<file path="src/rtl/regfile_dump_reader.sv">
// Walks a NUM_REGS-entry register file two registers at a time and streams (address, data)
// beats over valid/ready. Optional macro DUMP_CHECKSUM_EN appends an XOR checksum beat.
module regfile_dump_reader #(
    parameter int NUM_REGS = 32,
    parameter int ADDR_W   = 5,
    parameter int DATA_W   = 32
) (
    input  logic              clk,
    input  logic              clr,
    input  logic              start,
    input  logic              abort,
    output logic              busy,
    output logic              done,
    output logic [ADDR_W-1:0] rd_addr1,
    output logic [ADDR_W-1:0] rd_addr2,
    input  logic [DATA_W-1:0] rd_data1,
    input  logic [DATA_W-1:0] rd_data2,
    output logic              out_valid,
    input  logic              out_ready,
    output logic [ADDR_W-1:0] out_addr,
    output logic [DATA_W-1:0] out_data,
`ifdef DUMP_CHECKSUM_EN
    output logic              out_last,
    output logic              out_is_cksum
`else
    output logic              out_last
`endif
);

    localparam int PTR_W = ADDR_W + 1;
    localparam logic [PTR_W-1:0] LAST_PTR = PTR_W'(NUM_REGS - 2);

    typedef enum logic [2:0] {
        IDLE   = 3'd0,
        FETCH  = 3'd1,
        SEND_A = 3'd2,
        SEND_B = 3'd3,
`ifdef DUMP_CHECKSUM_EN
        SEND_CK = 3'd5,
`endif
        DONE   = 3'd4
    } state_t;

    state_t            state_r, state_s;
    logic [PTR_W-1:0]  ptr_r, ptr_s;
    logic [DATA_W-1:0] hold_a_r, hold_a_s;
    logic [DATA_W-1:0] hold_b_r, hold_b_s;
    logic              last_pair_s;

`ifdef DUMP_CHECKSUM_EN
    logic [DATA_W-1:0] cksum_r, cksum_s;

    function automatic logic [DATA_W-1:0] cksum_fold(input logic [DATA_W-1:0] acc,
                                                     input logic [DATA_W-1:0] beat);
        return acc ^ beat;
    endfunction
`endif

    assign rd_addr1    = ptr_r[ADDR_W-1:0];
    assign rd_addr2    = ptr_r[ADDR_W-1:0] + ADDR_W'(1);
    assign last_pair_s = (ptr_r == LAST_PTR);

    // State, pointer and snapshot registers; clr dominates abort and everything else.
    always_ff @(posedge clk) begin
        if (clr) begin
            state_r  <= IDLE;
            ptr_r    <= '0;
            hold_a_r <= '0;
            hold_b_r <= '0;
`ifdef DUMP_CHECKSUM_EN
            cksum_r  <= '0;
`endif
        end else begin
            state_r  <= state_s;
            ptr_r    <= ptr_s;
            hold_a_r <= hold_a_s;
            hold_b_r <= hold_b_s;
`ifdef DUMP_CHECKSUM_EN
            cksum_r  <= cksum_s;
`endif
        end
    end

    // Next-state, datapath updates and stream outputs decoded from registered state.
    always_comb begin
        state_s   = state_r;
        ptr_s     = ptr_r;
        hold_a_s  = hold_a_r;
        hold_b_s  = hold_b_r;
        busy      = 1'b0;
        done      = 1'b0;
        out_valid = 1'b0;
        out_addr  = '0;
        out_data  = '0;
        out_last  = 1'b0;
`ifdef DUMP_CHECKSUM_EN
        cksum_s      = cksum_r;
        out_is_cksum = 1'b0;
`endif
        case (state_r)
            IDLE: begin
                if (start) begin
                    ptr_s   = '0;
                    state_s = FETCH;
`ifdef DUMP_CHECKSUM_EN
                    cksum_s = '0;
`endif
                end else begin
                    state_s = IDLE;
                end
            end
            FETCH: begin
                busy = 1'b1;
                if (abort) begin
                    state_s = IDLE;
                    ptr_s   = '0;
                end else begin
                    hold_a_s = rd_data1;
                    hold_b_s = rd_data2;
                    state_s  = SEND_A;
                end
            end
            SEND_A: begin
                busy      = 1'b1;
                out_valid = 1'b1;
                out_addr  = ptr_r[ADDR_W-1:0];
                out_data  = hold_a_r;
                if (abort) begin
                    state_s = IDLE;
                    ptr_s   = '0;
                end else if (out_ready) begin
                    state_s = SEND_B;
`ifdef DUMP_CHECKSUM_EN
                    cksum_s = cksum_fold(cksum_r, hold_a_r);
`endif
                end else begin
                    state_s = SEND_A;
                end
            end
            SEND_B: begin
                busy      = 1'b1;
                out_valid = 1'b1;
                out_addr  = rd_addr2;
                out_data  = hold_b_r;
`ifdef DUMP_CHECKSUM_EN
                out_last  = 1'b0;
`else
                out_last  = last_pair_s;
`endif
                if (abort) begin
                    state_s = IDLE;
                    ptr_s   = '0;
                end else if (out_ready) begin
`ifdef DUMP_CHECKSUM_EN
                    cksum_s = cksum_fold(cksum_r, hold_b_r);
`endif
                    if (last_pair_s) begin
`ifdef DUMP_CHECKSUM_EN
                        state_s = SEND_CK;
`else
                        state_s = DONE;
`endif
                    end else begin
                        ptr_s   = ptr_r + PTR_W'(2);
                        state_s = FETCH;
                    end
                end else begin
                    state_s = SEND_B;
                end
            end
`ifdef DUMP_CHECKSUM_EN
            SEND_CK: begin
                busy         = 1'b1;
                out_valid    = 1'b1;
                out_data     = cksum_r;
                out_last     = 1'b1;
                out_is_cksum = 1'b1;
                if (abort) begin
                    state_s = IDLE;
                    ptr_s   = '0;
                end else if (out_ready) begin
                    state_s = DONE;
                end else begin
                    state_s = SEND_CK;
                end
            end
`endif
            DONE: begin
                done    = 1'b1;
                state_s = IDLE;
            end
            default: begin
                state_s = IDLE;
                ptr_s   = '0;
            end
        endcase
    end

endmodule

</file>
<file path="config.mk">
export PLATFORM = sky130hd
export DESIGN_NAME = regfile_dump_reader
export DESIGN_NICKNAME = d
export VERILOG_FILES = /design/src/rtl/regfile_dump_reader.sv
export SDC_FILE = /design/constraint.sdc
export NUM_CORES = 1
export LEC_CHECK = 0
export CAP_MARGIN = 10
export CORE_UTILIZATION = 48
export DETAILED_ROUTE_END_ITERATION = 8
export PLACE_DENSITY_LB_ADDON = 0.05
export SLEW_MARGIN = 0
export SYNTH_ARGS = -nofsm -noshare
export SYNTH_HDL_FRONTEND = slang
export SYNTH_SLANG_ARGS = --single-unit
</file>
<file path="constraint.sdc">
create_clock -name clk -period 3.2 [get_ports clk]
set_clock_uncertainty 0.1 [all_clocks]
set_input_delay 0.64 -clock clk [delete_from_list [all_inputs] [get_ports clk]]
set_output_delay 0.64 -clock clk [all_outputs]
set_load 0.005 [all_outputs]
</file>
==> results of run 1 <==
[critical path, delay by kind of cell, from the launching register on]
family | cells | cell delay (ns)
flip-flops | 1 | 0.49
buffers and inverters | 3 | 0.84
AND/OR/NAND/NOR | 3 | 0.49
[report_power, final]
group | leakage, nW | total, W | switching (W) | internal, W
registers | 0.584 | 0.000944 | 0.0000211 | 0.000923
clock network | 0.0937 | 0.000696 | 0.000335 | 0.000361
logic | 0.859 | 0.000220 | 0.0000939 | 0.000126
[sequential cells by signal, summed over array words and instances (netlist names)]
signal    cells
ptr_r         5
state_r       3
hold_a_r     32
hold_b_r     32
[area by class of cell]
| type | count | area (µm²) |
|---|---|---|
| Fill cell | 549 | 1920 |
| Multi-Input combinational cell | 310 | 1610 |
| Timing Repair Buffer | 123 | 1240 |
| Tap cell | 77 | 96.3 |
| Sequential cell | 72 | 1440 |
| Clock inverter | 5 | 56.3 |
| Inverter | 1 | 3.75 |
| Clock buffer | 11 | 131 |
[Yosys cell counts]
cell type	n
buf_6	8
a21boi_2	1
or2_2	1
nand4_1	1
and3_1	1
nand3_1	4
nor4_1	1
nor3b_2	1
nand3b_1	1
o211ai_2	1
and4bb_1	1
a21oi_1	66
ha_1	1
clkbuf_1	14
a311oi_1	2
nand2b_1	5
or3b_2	1
buf_2	13
o32a_1	1
nor2_1	38
buf_4	8
nand2_1	131
or4b_1	1
a21o_1	2
o22ai_1	2
nor4b_1	1
and2_1	7
nand4b_1	1
conb_1	2
mux2i_1	33
inv_1	1
a31oi_1	2
nor3_1	1
dfxtp_1	72
[path summary, 6_finish.rpt]
check | from | endpoint | cells past startpoint
setup reg to reg | state_r[0] | hold_b_r[19] | 5
hold reg to reg | hold_b_r[13] | hold_b_r[13] | 2
hold / removal | hold_b_r[13] | hold_b_r[13] | 2
setup / recovery | state_r[2] | out_last | 6
[per-stage QoR]
stage,std cells,worst slack (ns)
after floorplan,426,1.34
after global routing,599,0.133
final,599,0.299
after CTS,599,0.289
after global placement,583,0.575
after detailed placement,583,0.539
[metal layers]
| metal | track usage [%] | share of wire (%) | vias up |
|---|---|---|---|
| met5 | 0 | 0 | - |
| met1 | 28.1 | 43 | 1410 |
| li1 | - | - | 1567 |
| met2 | 36.9 | 50 | 93 |
| met3 | 5.35 | 5.8 | 12 |
| met4 | 9.09 | 1.6 | 0 |
[layout by cell type (no fill, tap or decap), drive strengths merged]
master	instances
a311oi	2
clkinvlp	1
buf	7
or4b	1
nand4b	1
o32a	1
nor3b	1
or3b	1
clkdlybuf4s50	116
and2	7
nand3b	1
nand2	131
inv	2
ha	1
bufinv	1
or2	1
nor4b	1
and4bb	1
o22ai	2
nor3	1
conb	2
mux2i	33
nor2	38
nand4	1
a31oi	2
o211ai	1
a21oi	66
a21boi	1
clkinv	2
nor4	1
and3	1
clkbuf	11
dfxtp	72
nand2b	5
a21o	2
nand3	4
[cell families (layout without fill, tap and decap cells)]
family / Yosys count / in the layout / share of synthesized area [%]
AOI/OAI and AO/OA: 77 / 77 / 12.7
adders and majority gates: 1 / 1 / 0.378
buffers and inverters: 44 / 140 / 8.19
DFF: 72 / 72 / 43.5
muxes: 33 / 33 / 9.97
other: 2 / 2 / 0.227
and+or+nand+nor: 197 / 197 / 25.0
==> results.toml, run 1 <==
[outcome]
run_status = "completed"

[setup_path]
crit_top_cell = "and2_1"
crit_chain = "nand2b_1 -> buf_4 -> inv_1 -> and2_1 -> and2_1 -> clkdlybuf4s50_1"
slowest_delay_ns = 0.49
crit_slowest_cell = "dfxtp_1"
r2r_setup_slack_ns = 0.79
path_class = "reg -> out"
required_ns = 2.46
start_kind = "register"
crit_path_max_fanout = 17
arrival_ns = 2.16
endpoint_kind = "output pin"

[floorplanning]
die_x_um = 85.1
start_util_pct = 51.0
core_area_mm2 = 0.00649
core.rowCount = 29
die_height_um = 85.1
io_pins = 120
die_area_mm2 = 0.00724

[detailed_routing]
num_vias = 3082
vias_per_cell = 5.15
ant_nets = 0
wl_per_cell_um = 13.2
drc = 0
drtIter0Drc = 176
dr.pass1.iters = 4
totalWireLength_mm = 7.92

[global_routing]
antenna_found_initial = 0
grt_pass1_wl_mm = 12.8
gr-total-overflow = 0
grt_max_degree = 65
grt_pass1_vias = 2800
grtUsageTotal_pct = 22.3

[cts]
numCtsBuffers = 9
clockBufferDepth = 2
cts_sinks = 72
cts_root_buf = "clkbuf_8"
clk_latency_ns = 0.33
clkSlewWorstSetupHoldPaths_ns = 0.08
cts_tree = "yes"
cts_htree_levels = 3
cts-resized-gates = 0
post_cts_buffers = 0
holdBufCountCts = 0

[cells_and_area]
final_util_pct = 70.4
drive_gt1_share_pct = 5.56
syn2layout_area_growth_pct = 38.0
final_area_mm2 = 0.00457
diodes = 0
nNetsFinal = 587

[sta]
finalHoldViolations = 0
finalCritPeriodShare_pct = 90.6
rsz0062_at_grt = "no"
fin_setup_tns_ns = 0
whs_ns = 0.354
maxSlewHeadroom_pct = 58.0
slew_violations = 0
worst_pin_slew_ns = 0.630
setup_violations = 0
fmax_mhz = 345
period_needed_ns = 2.90

[pwr]
p_leak_nw = 1.54
vdd_drop_max_uv = 310
p_total_w = 0.00186
p_per_area_mw_per_mm2 = 407

[place]
dpl-instance-area_mm2 = 0.00439
place_hpwl_mm = 5.15
routabilityCongestion = 0.733
port_buffers = 117

[logic_synthesis]
ys_seq_area_share_pct = 43.5
synth_top_area_share_pct = 43.5
ys_warn_count = 0
syn_area_mm2 = 0.00331
synth_area_leaders = "dfxtp_1 (44%), nand2_1 (15%), a21oi_1 (10%), mux2i_1 (10%), nor2_1 (4.3%)"
ys_seq_elements = 72
postSynthCellCount = 426
yosysTopAreaCell = "dfxtp_1"
syn_area_per_cell_um2 = 7.78
ys_types = 34
syn-num-nets = 496

[run]
max-cap-violations = 0

[worst_hold_path]
min_path_type = "reg -> reg"
No activity file was read; power rests on OpenSTA's default activity.
==> inputs of run 2 (changes only) <==
--- a/config.mk
+++ b/config.mk
@@ -5,8 +5,8 @@
 export SDC_FILE = /design/constraint.sdc
 export NUM_CORES = 1
 export LEC_CHECK = 0
-export CAP_MARGIN = 10
-export CORE_UTILIZATION = 48
+export CORE_UTILIZATION = 50
+export CTS_BUF_LIST = sky130_fd_sc_hd__clkbuf_8
 export DETAILED_ROUTE_END_ITERATION = 8
 export PLACE_DENSITY_LB_ADDON = 0.05
 export SLEW_MARGIN = 0
==> run 2 against run 1 <==
  * Die area down 3.9%
  * Sequential share of layout area fell by 0.24 points
  * Utilization increased by 1.7 points
  * First-iteration DRC count shrank 30%
  * Global-route usage increased by 0.97 points
  * Maximum frequency fell by 2.3%
  * Combinational power barely moved
  * Total power rose by 5.4%
  * Clock-buffer cell count down 1
  * Largest cell class unchanged
  * Highest routed layer unchanged
  * Flip-flop and latch count unchanged
  * Sequential power about the same
  * Cell area grew 0.77%
==> results.toml, run 2 (synthesis gave the netlist of run 1 again) <==
[global_routing]
grt_max_degree = 65
antenna_found_initial = 0
grtUsageTotal_pct = 23.3
grt_pass1_vias = 2955
gr-total-overflow = 0
grt_pass1_wl_mm = 13.1

[detailed_routing]
dr.pass1.iters = 5
drc = 0
wl_per_cell_um = 13.3
drtIter0Drc = 123
num_vias = 3113
vias_per_cell = 5.18
ant_nets = 0
totalWireLength_mm = 7.97

[run]
max-cap-violations = 0

[setup_path]
path_class = "reg -> out"
path_delay_family = "buffers and inverters"
reg2regPathDepth = 4
crit_path_max_fanout = 28
slowest_delay_ns = 0.83
critPathBufInv = 2
arrival_ns = 2.23
crit_chain = "buf_4 -> mux2i_1 -> nor2_1 -> clkdlybuf4s50_1"
crit_slowest_cell = "dfxtp_2"
start_kind = "register"
r2r_start = "state_r[0]"
endpoint_kind = "output pin"
worst_r2r_endpoint = "hold_a_r[25]"
r2r_setup_slack_ns = 0.88
required_ns = 2.46

[floorplanning]
die_area_mm2 = 0.00696
core_area_mm2 = 0.00639
io_pins = 120
start_util_pct = 51.9
core.rowCount = 29
die_height_um = 83.4
die_x_um = 83.4

[sta]
rsz0062_at_grt = "no"
maxSlewHeadroom_pct = 48.9
slew_violations = 0
fin_setup_tns_ns = 0
finalCritPeriodShare_pct = 92.7
period_needed_ns = 2.97
worst_pin_slew_ns = 0.767
fmax_mhz = 337
finalHoldViolations = 0
setup_violations = 0

[cts]
post_cts_buffers = 0
cts_root_buf = "clkbuf_8"
clk_latency_ns = 0.34
clockBufferDepth = 2
cts_htree_levels = 3
cts_sinks = 72
cts_tree = "yes"
clkSlewWorstSetupHoldPaths_ns = 0.08
cts-resized-gates = 0
holdBufCountCts = 0
numCtsBuffers = 9

[cells_and_area]
drive_gt1_share_pct = 6.11
mostFrequentLayoutCell = "nand2_1"
diodes = 0
final_cell_mix = "nand2_1 (131), clkdlybuf4s50_1 (116), dfxtp_1 (71)"
nNetsFinal = 589
top_regs = "hold_a_r x32, hold_b_r x32, ptr_r x5"
syn2layout_area_growth_pct = 39.1

[place]
place_hpwl_mm = 5.25
routabilityCongestion = 0.755
port_buffers = 117

[pwr]
vdd_drop_max_uv = 307
p_per_area_mw_per_mm2 = 425
switching_power_w = 0.000453
internal_power_w = 0.00151
p_leak_nw = 1.57
p_sw_share_pct = 23.1
combPwrFrac_pct = 11.1
power.share.sequential_pct = 48.3
clkPwrFrac_pct = 40.6
p_total_w = 0.00196

[worst_hold_path]
min_to = "hold_b_r[13]"
hold-path-cell-count = 2
min_path_type = "reg -> reg"
min_from = "hold_b_r[13]"

[outcome]
run_status = "completed"
-- run 2: per-layer routing --
layer,vias up,wire length [µm],global-route usage (%)
met1,1425,3520,27.3
li1,1572,-,-
met4,0,132,10.0
met5,-,0,0
met2,105,3880,41.1
met3,11,437,4.77
-- run 2: power by group through the flow --
stage | Clock (W) | Combinational, W | Sequential [W]
CTS | 0.000805 | 0.000219 | 0.000947
detailed placement | 0 | 0.000217 | 0.000968
global route | 0.000844 | 0.000238 | 0.000951
global placement | 0 | 0.000215 | 0.000966
floorplan | 0 | 0.000122 | 0.000954
finish | 0.000795 | 0.000218 | 0.000947
-- run 2: final cells by class --
type / instances / area (µm²)
clock buffer: 10 / 138
multi-input combinational: 310 / 1610
sequential: 72 / 1440
inverter: 1 / 3.75
tap: 77 / 96.3
fill: 524 / 1780
clock inverter: 6 / 82.6
timing repair buffer: 125 / 1240
-- run 2: worst reg2reg max path, cell delays in order (launching register included) --
cell and delay [ns]:
dfxtp_2 0.83, or4b_2 0.64, buf_4 0.34, nand2_1 0.21, a21oi_1 0.08
-- run 2: worst max path at each step --
stage,slack [ns],cells after the start,endpoint,from
global route,0.12,6,out_last,state_r[2]
CTS,0.23,4,out_data[9],state_r[0]
detailed placement,0.53,5,hold_a_r[25],abort
global placement,0.57,5,hold_b_r[21],abort
floorplan,1.34,5,out_last,state_r[2]
finish,0.23,4,out_data[9],state_r[0]
-- run 2: stage by stage --
stage	cell area (µm²)	cells	util (%)	setup WS, ns	hold WS [ns]
2_1_floorplan	3310	426	-	1.34	0.336
3_3_place_gp	4390	585	68.7	0.567	0.341
3_5_place_dp	4390	585	68.7	0.526	0.347
4_1_cts	4610	601	72.2	0.234	0.358
5_1_grt	4610	601	72.2	0.122	0.372
6_report	4610	601	72.2	0.232	0.354
